$ cat config.mk
export PLATFORM = sky130hd
export DESIGN_NAME = load_store_unit
export DESIGN_NICKNAME = d
export VERILOG_FILES = /design/src/rtl/load_store_unit_pkg.sv /design/src/rtl/load_store_unit_lane_align.sv /design/src/rtl/load_store_unit.sv
export SDC_FILE = /design/constraint.sdc
export NUM_CORES = 1
export LEC_CHECK = 0
export CELL_PAD_IN_SITES_DETAIL_PLACEMENT = 1
export CELL_PAD_IN_SITES_GLOBAL_PLACEMENT = 1
export CORE_ASPECT_RATIO = 0.7
export CORE_MARGIN = 4
export CORE_UTILIZATION = 30
export DETAILED_ROUTE_END_ITERATION = 10
export DONT_BUFFER_PORTS = 1
export GPL_TIMING_DRIVEN = 0
export PLACE_DENSITY = 0.5
export SLEW_MARGIN = 25
export SYNTH_ARGS = -nofsm -noshare
export SYNTH_HDL_FRONTEND = slang
export SYNTH_HIERARCHICAL = 1
export SYNTH_SLANG_ARGS = --single-unit
$ cat constraint.sdc
create_clock -name clk -period 5.8 [get_ports clk]
set_input_delay 1.74 -clock clk [delete_from_list [all_inputs] [get_ports clk]]
set_output_delay 1.74 -clock clk [all_outputs]
set_load 0.01 [all_outputs]
$ cat src/rtl/load_store_unit_pkg.sv
// load_store_unit_pkg: shared LSU states, opcodes, byte enables and decode helpers
package load_store_unit_pkg;
  typedef enum logic [1:0] {IDLE, REQ, WAIT_RSP} lsu_state_t;
  localparam int LSU_TIMEOUT_DEFAULT = 16;
  localparam logic [3:0] BE_BYTE = 4'b0001;
  localparam logic [3:0] BE_HALF = 4'b0011;
  localparam logic [3:0] BE_WORD = 4'b1111;
  localparam logic [7:0] ALU_OPERATIONS_LB  = 8'h20;
  localparam logic [7:0] ALU_OPERATIONS_LBU = 8'h21;
  localparam logic [7:0] ALU_OPERATIONS_LH  = 8'h22;
  localparam logic [7:0] ALU_OPERATIONS_LHU = 8'h23;
  localparam logic [7:0] ALU_OPERATIONS_LW  = 8'h24;
  localparam logic [7:0] ALU_OPERATIONS_SB  = 8'h25;
  localparam logic [7:0] ALU_OPERATIONS_SH  = 8'h26;
  localparam logic [7:0] ALU_OPERATIONS_SW  = 8'h27;
  function automatic logic is_load(input logic [7:0] op);
    return op inside {ALU_OPERATIONS_LB, ALU_OPERATIONS_LBU, ALU_OPERATIONS_LH,
                      ALU_OPERATIONS_LHU, ALU_OPERATIONS_LW};
  endfunction
  function automatic logic is_store(input logic [7:0] op);
    return op inside {ALU_OPERATIONS_SB, ALU_OPERATIONS_SH, ALU_OPERATIONS_SW};
  endfunction
  function automatic logic is_aligned(input logic [7:0] op, input logic [1:0] off);
    return (op inside {ALU_OPERATIONS_LH, ALU_OPERATIONS_LHU, ALU_OPERATIONS_SH}) ? !off[0] :
           (op inside {ALU_OPERATIONS_LW, ALU_OPERATIONS_SW}) ? off == 2'b00 : 1'b1;
  endfunction
endpackage

$ cat src/rtl/load_store_unit_lane_align.sv
// lsu_lane_align: load lane extraction/extension and store lane replication
module lsu_lane_align
  import load_store_unit_pkg::*;
(
  input  logic [7:0]  st_op,
  input  logic [1:0]  st_off,
  input  logic [31:0] st_data,
  output logic [3:0]  st_be,
  output logic [31:0] st_wdata,
  input  logic [7:0]  ld_op,
  input  logic [1:0]  ld_off,
  input  logic [31:0] ld_rdata,
  output logic [31:0] ld_data
);
  logic [7:0]  lb;
  logic [15:0] lh;
  always_comb begin
    lb = ld_rdata[{ld_off, 3'b000} +: 8];
    lh = ld_off[1] ? ld_rdata[31:16] : ld_rdata[15:0];
    ld_data = ld_op == ALU_OPERATIONS_LB  ? {{24{lb[7]}}, lb} :
              ld_op == ALU_OPERATIONS_LBU ? {24'b0, lb} :
              ld_op == ALU_OPERATIONS_LH  ? {{16{lh[15]}}, lh} :
              ld_op == ALU_OPERATIONS_LHU ? {16'b0, lh} : ld_rdata;
    st_be = st_op == ALU_OPERATIONS_SB ? BE_BYTE << st_off :
            st_op == ALU_OPERATIONS_SH ? BE_HALF << st_off : BE_WORD;
    st_wdata = st_op == ALU_OPERATIONS_SB ? {4{st_data[7:0]}} :
               st_op == ALU_OPERATIONS_SH ? {2{st_data[15:0]}} : st_data;
  end
endmodule

$ cat src/rtl/load_store_unit.sv
// load_store_unit: single-outstanding load/store bus initiator with alignment check and load timeout
module load_store_unit
  import load_store_unit_pkg::*;
#(
  parameter int TIMEOUT_CYCLES = LSU_TIMEOUT_DEFAULT
) (
  input  logic        clk,
  input  logic        rst_n,
  input  logic        mem_rd_en,
  input  logic        mem_wr_en,
  input  logic [7:0]  alu_operation,
  input  logic [31:0] alu_result,
  input  logic [31:0] reg_data_b,
  output logic        lsu_stall,
  output logic [31:0] load_data,
  output logic        load_valid,
  output logic        misaligned,
  output logic        access_fault,
  output logic        bus_req,
  output logic        bus_we,
  output logic [31:0] bus_addr,
  output logic [3:0]  bus_be,
  output logic [31:0] bus_wdata,
  input  logic        bus_gnt,
  input  logic        bus_rvalid,
  input  logic [31:0] bus_rdata
);
  localparam int CW = $clog2(TIMEOUT_CYCLES + 1);
  lsu_state_t state;
  logic [CW-1:0] cnt;
  logic [7:0] op_q;
  logic [1:0] off_q;
  logic valid_req, aligned, start;
  logic [3:0] st_be;
  logic [31:0] st_wdata, ld_data;
  assign valid_req = (mem_rd_en ^ mem_wr_en) &&
                     (mem_rd_en ? is_load(alu_operation) : is_store(alu_operation));
  assign aligned = is_aligned(alu_operation, alu_result[1:0]);
  assign start = state == IDLE && valid_req && aligned;
  assign lsu_stall = rst_n && (start || state != IDLE);
  assign bus_req = state == REQ;
  lsu_lane_align u_align (
    .st_op(alu_operation), .st_off(alu_result[1:0]), .st_data(reg_data_b),
    .st_be(st_be), .st_wdata(st_wdata),
    .ld_op(op_q), .ld_off(off_q), .ld_rdata(bus_rdata), .ld_data(ld_data)
  );
  always_ff @(posedge clk or negedge rst_n) begin
    if (!rst_n) begin
      state <= IDLE;
      cnt <= '0;
      op_q <= '0;
      off_q <= '0;
      bus_we <= 1'b0;
      bus_addr <= '0;
      bus_be <= '0;
      bus_wdata <= '0;
      load_data <= '0;
      load_valid <= 1'b0;
      misaligned <= 1'b0;
      access_fault <= 1'b0;
    end else begin
      load_valid <= 1'b0;
      access_fault <= 1'b0;
      misaligned <= state == IDLE && valid_req && !aligned;
      case (state)
        IDLE: if (start) begin
          state <= REQ;
          op_q <= alu_operation;
          off_q <= alu_result[1:0];
          bus_we <= mem_wr_en;
          bus_addr <= {alu_result[31:2], 2'b00};
          bus_be <= st_be;
          bus_wdata <= st_wdata;
        end
        REQ: begin
          cnt <= '0;
          if (bus_gnt) state <= bus_we ? IDLE : WAIT_RSP;
        end
        WAIT_RSP: if (bus_rvalid) begin
          load_data <= ld_data;
          load_valid <= 1'b1;
          state <= IDLE;
        end else if (cnt == CW'(TIMEOUT_CYCLES - 1)) begin
          load_data <= '0;
          access_fault <= 1'b1;
          state <= IDLE;
        end else cnt <= cnt + CW'(1);
        default: state <= IDLE;
      endcase
    end
  end
endmodule

==> flow_summary.yaml <==
job:
  drv_cap: 0
setup_path:
  worstSetupEndpointType: "primary output"
  critPathRequiredTime_ns: 4.06
  slowest_delay_ns: 0.52
  crit_fanout: 10
  arrival_ns: 3.49
  cp_cell_sequence: "or4b_1, nor3b_2, o211ai_4, buf_4, a21boi_0"
  critical_path_class: "input pin to primary output"
  crit_path_start_kind: "input pin"
  slowest_stage: "or4b_1"
global_route:
  grt_pass1_wl_um: 27550
  grt_usage_pct: 16.07
  met2_usage_pct: 24.42
  grt_pass1_vias: 4465
  gr-max-usage-layer: "met2"
  grt_antenna_before_repair: 0
  use_met1_pct: 21.76
  grt_max_degree: 121
  use_met3_pct: 6.141
  gr-total-overflow: 0
sta:
  setup_viol: 0
  max_slew_margin_pct: 50.60
  finalSetupTns_ns: 0
  clock_skew_ns: 0.006610
  post-route-period-util_pct: 90.21
  hold_violations: 0
  slew_violations: 0
  tightest_slew_ns: 0.7410
  worst_slack_ns: 0.5677
  period_needed_ns: 5.232
  clock.fmax_mhz: 191.1
  rsz0062_at_grt: "false"
power_and_ir_drop:
  ir_worst_vdd_mv: 0.1609
  cellLeakagePower_nw: 3.356
  power.total_mw: 2.853
  p_per_area_nw_per_um2: 412.4
route:
  dr_total_vias: 3988
  routed_wl_um: 17650
  drt_iter0_markers: 153
  wire_per_inst_um: 22.43
  drc: 0
  via_per_inst: 5.067
  antenna_left: 0
  drtPass1Iterations: 4
die:
  die_x_um: 176.6
  core_um2: 19230
  dieArea_um2: 22250
  die_h_um: 126.0
  initial_utilization_pct: 31.02
  core.rowCount: 42
  ioPinCount: 216
clock_tree:
  cts_tree: "built"
  cts_max_level: 4
  cts_resized: 0
  clockBufferDepth: 2
  root_buffer: "clkbuf_16"
  post_cts.repair.setup_buffers: 0
  cts_hold_buf: 0
  clock_sinks: 119
  clk_latency_ns: 0.41
  clk_pin_slew_ns: 0.06
  cts_buffers: 17
finish:
  layout-drive-gt1-share_pct: 29.64
  fin_cells: 787
  synthToLayoutAreaGrowth_pct: 15.94
  diodes: 0
  utilization_pct: 35.97
  fin_nets: 629
yosys:
  yosys.area.top_type: "dfrtp_1"
  synth_top_area_share_pct: 49.91
  synth-seq-cells: 119
  synth_cell_types: 50
  yosys.cell_count.top_type: "dfrtp_1"
  synth_warnings: 6
  ys_seq_area_share_pct: 49.91
  synth-edff-count: 0
  async_flop_share_pct: 100.0
  syn_area_per_cell_um2: 12.18
  synth_flop_cell: "dfrtp_1"
  synth_area_um2: 5967
  ys_top_cells_by_area: "dfrtp_1 50%, mux2_2 14%, a22o_1 4.7%"
  synth_commonest_cells: "119 x dfrtp_1, 74 x mux2_2, 41 x nand2_1, 39 x o21ai_0, 32 x a22o_1"
  synth_cells: 490
place:
  place_ws_ns: 0.5108
  hpwl_um: 13520
  gp_congestion: 0.8431
  dp.cells: 755
  numPortBuffers: 0
worst_hold_path:
  min_path_type: "flop to flop"
status:
  status: "finished clean"
==> cells in the final DEF (no fill, tap or decap), types with 9 or more instances in the layout <==
cell,netlist,layout
mux2_2,74,74
ha_1,9,9
dfrtp_1,119,119
clkbuf_1,12,13
nand2_1,41,41
a22o_1,32,32
a21oi_1,19,19
buf_4,12,12
o21ai_0,39,39
o21ai_1,11,11
mux2i_1,26,26
inv_1,10,10
clkbuf_16,0,17
==> final cells by class <==
type | instances | area, um^2
clock inverters | 11 | 146.4
multi-input cells | 323 | 2698
clock buffers | 21 | 470.5
well taps | 264 | 330.3
fillers | 2086 | 12320
flip-flops and latches | 119 | 2978
plain buffers | 39 | 257.7
inverters | 10 | 37.54
==> where the power goes <==
part	internal, mW	switching (mW)	leakage, nW
Clock	0.710	0.385	0.299
Combinational	0.250	0.261	1.46
Sequential	1.02	0.228	1.59
==> path summary, 6_finish.rpt <==
path / startpoint / endpoint / slack (ns) / cells after the start
hold reg to reg: op_q[5]$_DFFE_PN0P_ / op_q[5]$_DFFE_PN0P_ / 0.50 / 1
hold / removal: op_q[5]$_DFFE_PN0P_ / op_q[5]$_DFFE_PN0P_ / 0.50 / 1
max in group asynchronous: rst_n / load_data[31]$_DFFE_PN0P_ / 4.56 / 0
min in group asynchronous: rst_n / cnt[3]$_DFFE_PN0P_ / 1.03 / 0
setup / recovery: alu_operation[4] / lsu_stall / 0.57 / 5
setup reg to reg: state[1]$_DFFE_PN0P_ / state[1]$_DFFE_PN0P_ / 3.30 / 8
==> sequential cells by signal, indices dropped and copies added (netlist names), 2 cells and up <==
name,flops
op_q,8
off_q,2
bus_wdata,32
state,2
bus_addr,30
load_data,32
bus_be,4
cnt,5
==> per-stage QoR <==
step / area [um^2] / hold WS, ns
2_1_floorplan: 5971 / 0.4405
3_3_place_gp: 6301 / 0.4731
3_5_place_dp: 6301 / 0.4916
4_1_cts: 6918 / 0.5135
5_1_grt: 6918 / 0.5345
6_report: 6918 / 0.5016
==> critical path: cells and delay by family <==
kind,cells,cell delay (ns)
buffers and inverters,1,0.25
AO/OA/AOI/OAI,2,0.66
AND/OR/NAND/NOR,2,0.84
==> logic make-up (layout without fill, tap and decap cells) <==
| logic type | Yosys count | in the layout | synth area share, % |
|---|---|---|---|
| AO/OA/AOI/OAI | 112 | 112 | 12.23 |
| XOR/XNOR | 1 | 1 | 0.1468 |
| adder cells (fa/ha/maj) | 9 | 9 | 1.887 |
| buffers and inverters | 49 | 81 | 4.949 |
| flip-flops | 119 | 119 | 49.91 |
| multiplexers | 114 | 114 | 22.86 |
| other | 1 | 2 | 0.06285 |
| AND/OR/NAND/NOR | 85 | 85 | 7.968 |
==> layer usage <==
metal | share of wire, % | vias to the layer above
met5 | 0 | -
met4 | 1.0 | 0
met3 | 8.3 | 14
met2 | 46 | 144
met1 | 45 | 2017
li1 | - | 1813
(Power assumes the default switching activity.)
